[src/rtl/exec_sequencer.sv]
// exec_sequencer: FETCH/EXEC control sequencer for the 4-bit uP datapath.
// Memory instructions are stretched with RAM wait states; run/halt/single-step
// control, a wait-state timeout (sticky bus_err) and a retired-instruction count.
//
// state | meaning
// HALT  | idle, no strobes; leaves on run or step unless bus_err is set
// FETCH | load instr/oprnd from program_byte, advance PC
// EXEC  | execute decoded instruction; memory op without ram_ready stalls
// WAIT  | hold the RAM access until ram_ready, or time out into HALT
module exec_sequencer #(
    parameter int unsigned WAIT_MAX     = 8,
    parameter int unsigned RC_W         = 16,
    parameter bit          RUN_ON_RESET = 1'b1
) (
    input  logic            clock,
    input  logic            reset,
    input  logic [3:0]      instr,
    input  logic            c_flag,
    input  logic            z_flag,
    input  logic            ram_ready,
    input  logic            run,
    input  logic            step,
    output logic            fetch_en,
    output logic            IncPC,
    output logic            LoadPC,
    output logic            LoadA,
    output logic            LoadFlags,
    output logic            LoadOut,
    output logic [2:0]      S,
    output logic            csRAM,
    output logic            weRAM,
    output logic            oeALU,
    output logic            oeIN,
    output logic            oeOprnd,
    output logic            halted,
    output logic            bus_err,
    output logic [RC_W-1:0] retired
);

    localparam logic [2:0] S_PASSA = 3'b000;
    localparam logic [2:0] S_SUB   = 3'b001;
    localparam logic [2:0] S_PASSB = 3'b010;
    localparam logic [2:0] S_ADD   = 3'b011;
    localparam logic [2:0] S_NAND  = 3'b100;

    // WAIT cycles remaining after the current one; terminal count 0 means timeout
    localparam logic [7:0] WAIT_LOAD = 8'(WAIT_MAX - 1);

    typedef enum logic [1:0] {ST_HALT, ST_FETCH, ST_EXEC, ST_WAIT} state_t;

    state_t     state;
    logic       one_shot;
    logic [7:0] wait_cnt;
    logic       is_mem;
    logic       load_ok;
    logic       done;

    assign is_mem = instr inside {4'h3, 4'h6, 4'h7, 4'hB, 4'hF};
    assign halted = (state == ST_HALT);

    // Completion and load qualification for the instruction in flight
    always_comb begin
        load_ok = 1'b0;
        done    = 1'b0;
        if (state == ST_EXEC) begin
            load_ok = !is_mem || ram_ready;
            done    = load_ok;
        end else if (state == ST_WAIT) begin
            load_ok = ram_ready;
            done    = ram_ready;
        end
    end

    // Strobe decode from state and opcode; everything is forced low while reset is held
    always_comb begin
        fetch_en  = 1'b0;
        IncPC     = 1'b0;
        LoadPC    = 1'b0;
        LoadA     = 1'b0;
        LoadFlags = 1'b0;
        LoadOut   = 1'b0;
        S         = S_PASSA;
        csRAM     = 1'b0;
        weRAM     = 1'b0;
        oeALU     = 1'b0;
        oeIN      = 1'b0;
        oeOprnd   = 1'b0;
        if (reset) begin
            unique case (state)
                ST_FETCH: begin
                    fetch_en = 1'b1;
                    IncPC    = 1'b1;
                end
                ST_EXEC, ST_WAIT: begin
                    case (instr)
                        4'h0: LoadPC = c_flag;
                        4'h1: LoadPC = ~c_flag;
                        4'h8: LoadPC = z_flag;
                        4'h9: LoadPC = ~z_flag;
                        4'hC: LoadPC = 1'b1;
                        4'h2: begin oeOprnd = 1'b1; S = S_SUB;   LoadFlags = 1'b1; end
                        4'h3: begin csRAM   = 1'b1; S = S_SUB;   LoadFlags = 1'b1; end
                        4'h4: begin oeOprnd = 1'b1; S = S_PASSB; LoadA = 1'b1; LoadFlags = 1'b1; end
                        4'h5: begin oeIN    = 1'b1; S = S_PASSB; LoadA = 1'b1; LoadFlags = 1'b1; end
                        4'h6: begin csRAM   = 1'b1; S = S_PASSB; LoadA = 1'b1; LoadFlags = 1'b1; end
                        4'h7: begin csRAM = 1'b1; weRAM = 1'b1; oeALU = 1'b1; S = S_PASSA; end
                        4'hA: begin oeOprnd = 1'b1; S = S_ADD;   LoadA = 1'b1; LoadFlags = 1'b1; end
                        4'hB: begin csRAM   = 1'b1; S = S_ADD;   LoadA = 1'b1; LoadFlags = 1'b1; end
                        4'hD: begin oeALU   = 1'b1; S = S_PASSA; LoadOut = 1'b1; end
                        4'hE: begin oeOprnd = 1'b1; S = S_NAND;  LoadA = 1'b1; LoadFlags = 1'b1; end
                        4'hF: begin csRAM   = 1'b1; S = S_NAND;  LoadA = 1'b1; LoadFlags = 1'b1; end
                        default: ;
                    endcase
                    if (!load_ok) begin
                        LoadPC    = 1'b0;
                        LoadA     = 1'b0;
                        LoadFlags = 1'b0;
                        LoadOut   = 1'b0;
                    end
                end
                default: ;
            endcase
        end
    end

    // Sequencer state, wait-state timer, sticky bus error and retire counter
    always_ff @(posedge clock) begin
        if (!reset) begin
            state    <= RUN_ON_RESET ? ST_FETCH : ST_HALT;
            one_shot <= 1'b0;
            wait_cnt <= 8'd0;
            bus_err  <= 1'b0;
            retired  <= '0;
        end else if (done) begin
            retired  <= retired + RC_W'(1);
            state    <= (run && !one_shot) ? ST_FETCH : ST_HALT;
            one_shot <= 1'b0;
        end else begin
            unique case (state)
                ST_HALT: begin
                    if (!bus_err) begin
                        if (run) begin
                            state <= ST_FETCH;
                        end else if (step) begin
                            state    <= ST_FETCH;
                            one_shot <= 1'b1;
                        end
                    end
                end
                ST_FETCH: state <= ST_EXEC;
                ST_EXEC: begin
                    state    <= ST_WAIT;
                    wait_cnt <= WAIT_LOAD;
                end
                ST_WAIT: begin
                    if (wait_cnt == 8'd0) begin
                        bus_err  <= 1'b1;
                        state    <= ST_HALT;
                        one_shot <= 1'b0;
                    end else begin
                        wait_cnt <= wait_cnt - 8'd1;
                    end
                end
                default: state <= ST_HALT;
            endcase
        end
    end

endmodule

[config.mk]
export PLATFORM = sky130hd
export DESIGN_NAME = exec_sequencer
export DESIGN_NICKNAME = d
export VERILOG_FILES = /design/src/rtl/exec_sequencer.sv
export SDC_FILE = /design/constraint.sdc
export NUM_CORES = 1
export LEC_CHECK = 0
export ABC_AREA = 1
export BUFFER_PORTS_ARGS = -buffer_cell sky130_fd_sc_hd__buf_2
export CAP_MARGIN = 20
export CORE_ASPECT_RATIO = 1.25
export CORE_MARGIN = 8
export CORE_UTILIZATION = 59
export CTS_CLUSTER_DIAMETER = 150
export DETAILED_ROUTE_END_ITERATION = 10
export PLACE_DENSITY = 0.91
export SLEW_MARGIN = 10
export SYNTH_ARGS = -nofsm -noshare
export SYNTH_HDL_FRONTEND = slang
export SYNTH_SLANG_ARGS = --single-unit
[constraint.sdc]
create_clock -name clock -period 3.5 [get_ports clock]
set_input_delay 0.7 -clock clock [delete_from_list [all_inputs] [get_ports clock]]
set_output_delay 0.7 -clock clock [all_outputs]
set_load 0.1 [all_outputs]
==> results.ini <==
[outcome]
status=completed

[grt]
overflow=0
grt_pass1_vias=1924
track_usage_pct=18.65
grt_pass1_wl_um=8266
antenna_found_initial=0
grt_max_degree=23

[final_layout]
area_delta_synth_final_pct=15.38
nets=370
final_cell_area_sq_mm=0.002281
n_antenna_cell=0
drive_above_1_share_pct=19.71
final_util_pct=71.41

[synth]
syn-mean-instance-area_sq_um=6.377
ys_seq_elements=28
synth_edf_count=0
yosysWarnings=0
syn-cell-area_sq_mm=0.001977
synth_cell_types=32
netlist_instances=310
synth_ff_type=dfxtp_1
synth_nets=329
ys_seq_area_share_pct=28.35
postSynth.asyncResetShare_pct=0

[die]
core_area_sq_mm=0.003194
num_rows=23
io-pin-count=43
dieArea_sq_mm=0.005470
start_util_pct=61.89
die_w_um=67.78
die_height_um=80.72

[timing]
tightest_slew_ns=0.4936
drv_slew=0
period_share_pct=84.43
finClkSkew_ns=0.004536
rsz0062_at_grt=no
finalHoldViolations=0
finalSetupTns_ns=0
finalHoldWorstSlack_ns=0.5008
layout_min_cycle_time_ns=2.955
clock.fmax_ghz=0.3384
setup_violations=0
relSlewSlack_pct=67.32

[clock_network]
cts_tree=yes
cts_sinks=28
ctsHoldBuffers=0
numCtsBuffers=3
cts_buffer_depth=2
cts_setup_buffers=0
h-tree-depth=1
insertion_delay_ns=0.28
clockRootBuffer=clkbuf_8
path_clk_slew_ns=0.10
cts_resized=0

[setup_path]
critical_path_required_ns=2.80
critical_path.startpoint_type=flop
cp-startpoint=state[0]$_SDFFE_PN1P_
criticalPathCategory=flop to output port
path_max_fanout=6
worstPathArrival_ns=2.26
worstSetupEndpoint=LoadA
worst-r2r-setup-slack_ns=1.53
reg2reg_depth=9
rr_endpoint=wait_cnt[7]$_SDFFE_PN0P_
worst_setup_path_end_kind=output port
r2r-start=state[0]$_SDFFE_PN1P_

[place]
placed_area_sq_mm=0.002210
port_buffers=42
dp_hpwl_um=3702
gp_congestion=0.9237

[flow_run]
cap_violations=0

[routing]
drc_errors=0
drtIter0Drc=142
antenna_left=0
dr.pass1.iters=4
via_count=2066
routed_wl_um=4880
routedWlPerCell_um=12.61
viasPerCell=5.339

[power]
pwr_density_cell_mw_per_mm2=672.3
ir_drop_mv=0.7204
total_power_uw=1534
p_leak_uw=0.001115

[hold_path]
holdPathStages=2
worstHoldPathType=flop to flop

[worst min-delay path by stage]
stage	start	slack, ns	end
after floorplan	wait_cnt[1]$_SDFFE_PN0P_	0.47	wait_cnt[1]$_SDFFE_PN0P_
after global routing	wait_cnt[2]$_SDFFE_PN0P_	0.55	wait_cnt[2]$_SDFFE_PN0P_
after global placement	bus_err$_SDFFE_PN0P_	0.47	bus_err$_SDFFE_PN0P_
after CTS	retired[15]$_SDFFE_PN0P_	0.50	retired[15]$_SDFFE_PN0P_
after detailed placement	retired[15]$_SDFFE_PN0P_	0.49	retired[15]$_SDFFE_PN0P_
final	retired[15]$_SDFFE_PN0P_	0.50	retired[15]$_SDFFE_PN0P_
[layer usage]
| layer | track usage [%] | part of all wire, % |
|---|---|---|
| met5 | 0 | 0 |
| met4 | 5.339 | 1.1 |
| met3 | 2.921 | 4.9 |
| met2 | 34.85 | 52 |
| met1 | 20.83 | 42 |
[synth_stat cells (2+ instances only)]
master / count / area share, %
nor2_4: 3 / 1.7
inv_2: 2 / 0.38
nor2_2: 2 / 0.63
inv_1: 42 / 8.0
nor2_1: 51 / 9.7
a21oi_1: 20 / 5.1
nand2_1: 79 / 15
dfxtp_1: 28 / 28
and3_1: 2 / 0.63
nand4_1: 7 / 2.2
nand3_1: 19 / 4.8
o21ai_0: 11 / 2.8
xor2_1: 3 / 1.3
buf_4: 4 / 1.5
o21bai_1: 4 / 1.5
buf_6: 2 / 1.1
nand2_4: 2 / 1.1
a21oi_4: 2 / 1.6
o22ai_1: 3 / 0.95
o21ai_1: 2 / 0.51
clkbuf_1: 2 / 0.38
ha_1: 8 / 5.1
nor3_2: 3 / 1.5
[power by group]
| part | total, uW | leakage [uW] | switching (uW) | internal [uW] |
|---|---|---|---|---|
| sequential | 399 | 0.000227 | 34.9 | 364 |
| combinational | 876 | 0.000852 | 655 | 221 |
| clock | 258 | 0.0000357 | 105 | 153 |
| total | 1530 | 0.00112 | 794 | 739 |
[kinds of logic (layout without fill, tap and decap cells)]
group	count (synthesis)	in the layout	synth area share (%)
simple gates	173	173	39.75
fa+ha+maj	8	8	5.063
compound gates	46	46	14.11
xor+xnor	3	3	1.329
flops	28	28	28.35
buf+inv	52	92	11.39
[state kept, by name, summed over array words and instances, names as in the netlist]
| register | count |
|---|---|
| bus_err | 1 |
| state | 2 |
| one_shot | 1 |
| retired | 16 |
| wait_cnt | 8 |
[final cells by class]
type,instances,area [sq um]
Timing Repair Buffer,44,225.2
Fill cell,280,913.4
Clock inverter,1,30.03
Clock buffer,3,41.29
Inverter,44,165.2
Tap cell,37,46.29
Sequential cell,28,560.5
Multi-Input combinational cell,230,1212
[metrics by stage]
| stage | setup WS [ns] | cells |
|---|---|---|
| 6_report | 0.5448 | 387 |
| 5_1_grt | 0.3224 | 387 |
| 4_1_cts | 0.5461 | 387 |
| 3_5_place_dp | 0.7718 | 383 |
| 3_3_place_gp | 0.8040 | 383 |
| 2_1_floorplan | -0.09459 | 310 |
[cells in the final DEF, fill, tap and decap left out, types with 3 or more instances in the layout]
master / netlist / layout
inv_1: 42 / 42
o22ai_1: 3 / 3
clkbuf_8: 0 / 3
nand2_1: 79 / 79
nor2_4: 3 / 3
nand3_1: 19 / 19
ha_1: 8 / 8
xor2_1: 3 / 3
o21bai_1: 4 / 4
a21oi_1: 20 / 19
dfxtp_1: 28 / 28
o21ai_0: 11 / 11
buf_2: 0 / 42
nand4_1: 7 / 7
nor2_1: 51 / 51
[critical path: stages, from the launching register on]
cell	delay [ns]
dfxtp_1	0.39
ha_1	0.32
nor2_2	0.10
nor2_1	0.25
inv_1	0.20
o22ai_1	0.19
nand2_1	0.06
inv_1	0.05
buf_2	0.41
Note: power is estimated with default switching activity, not from simulation.
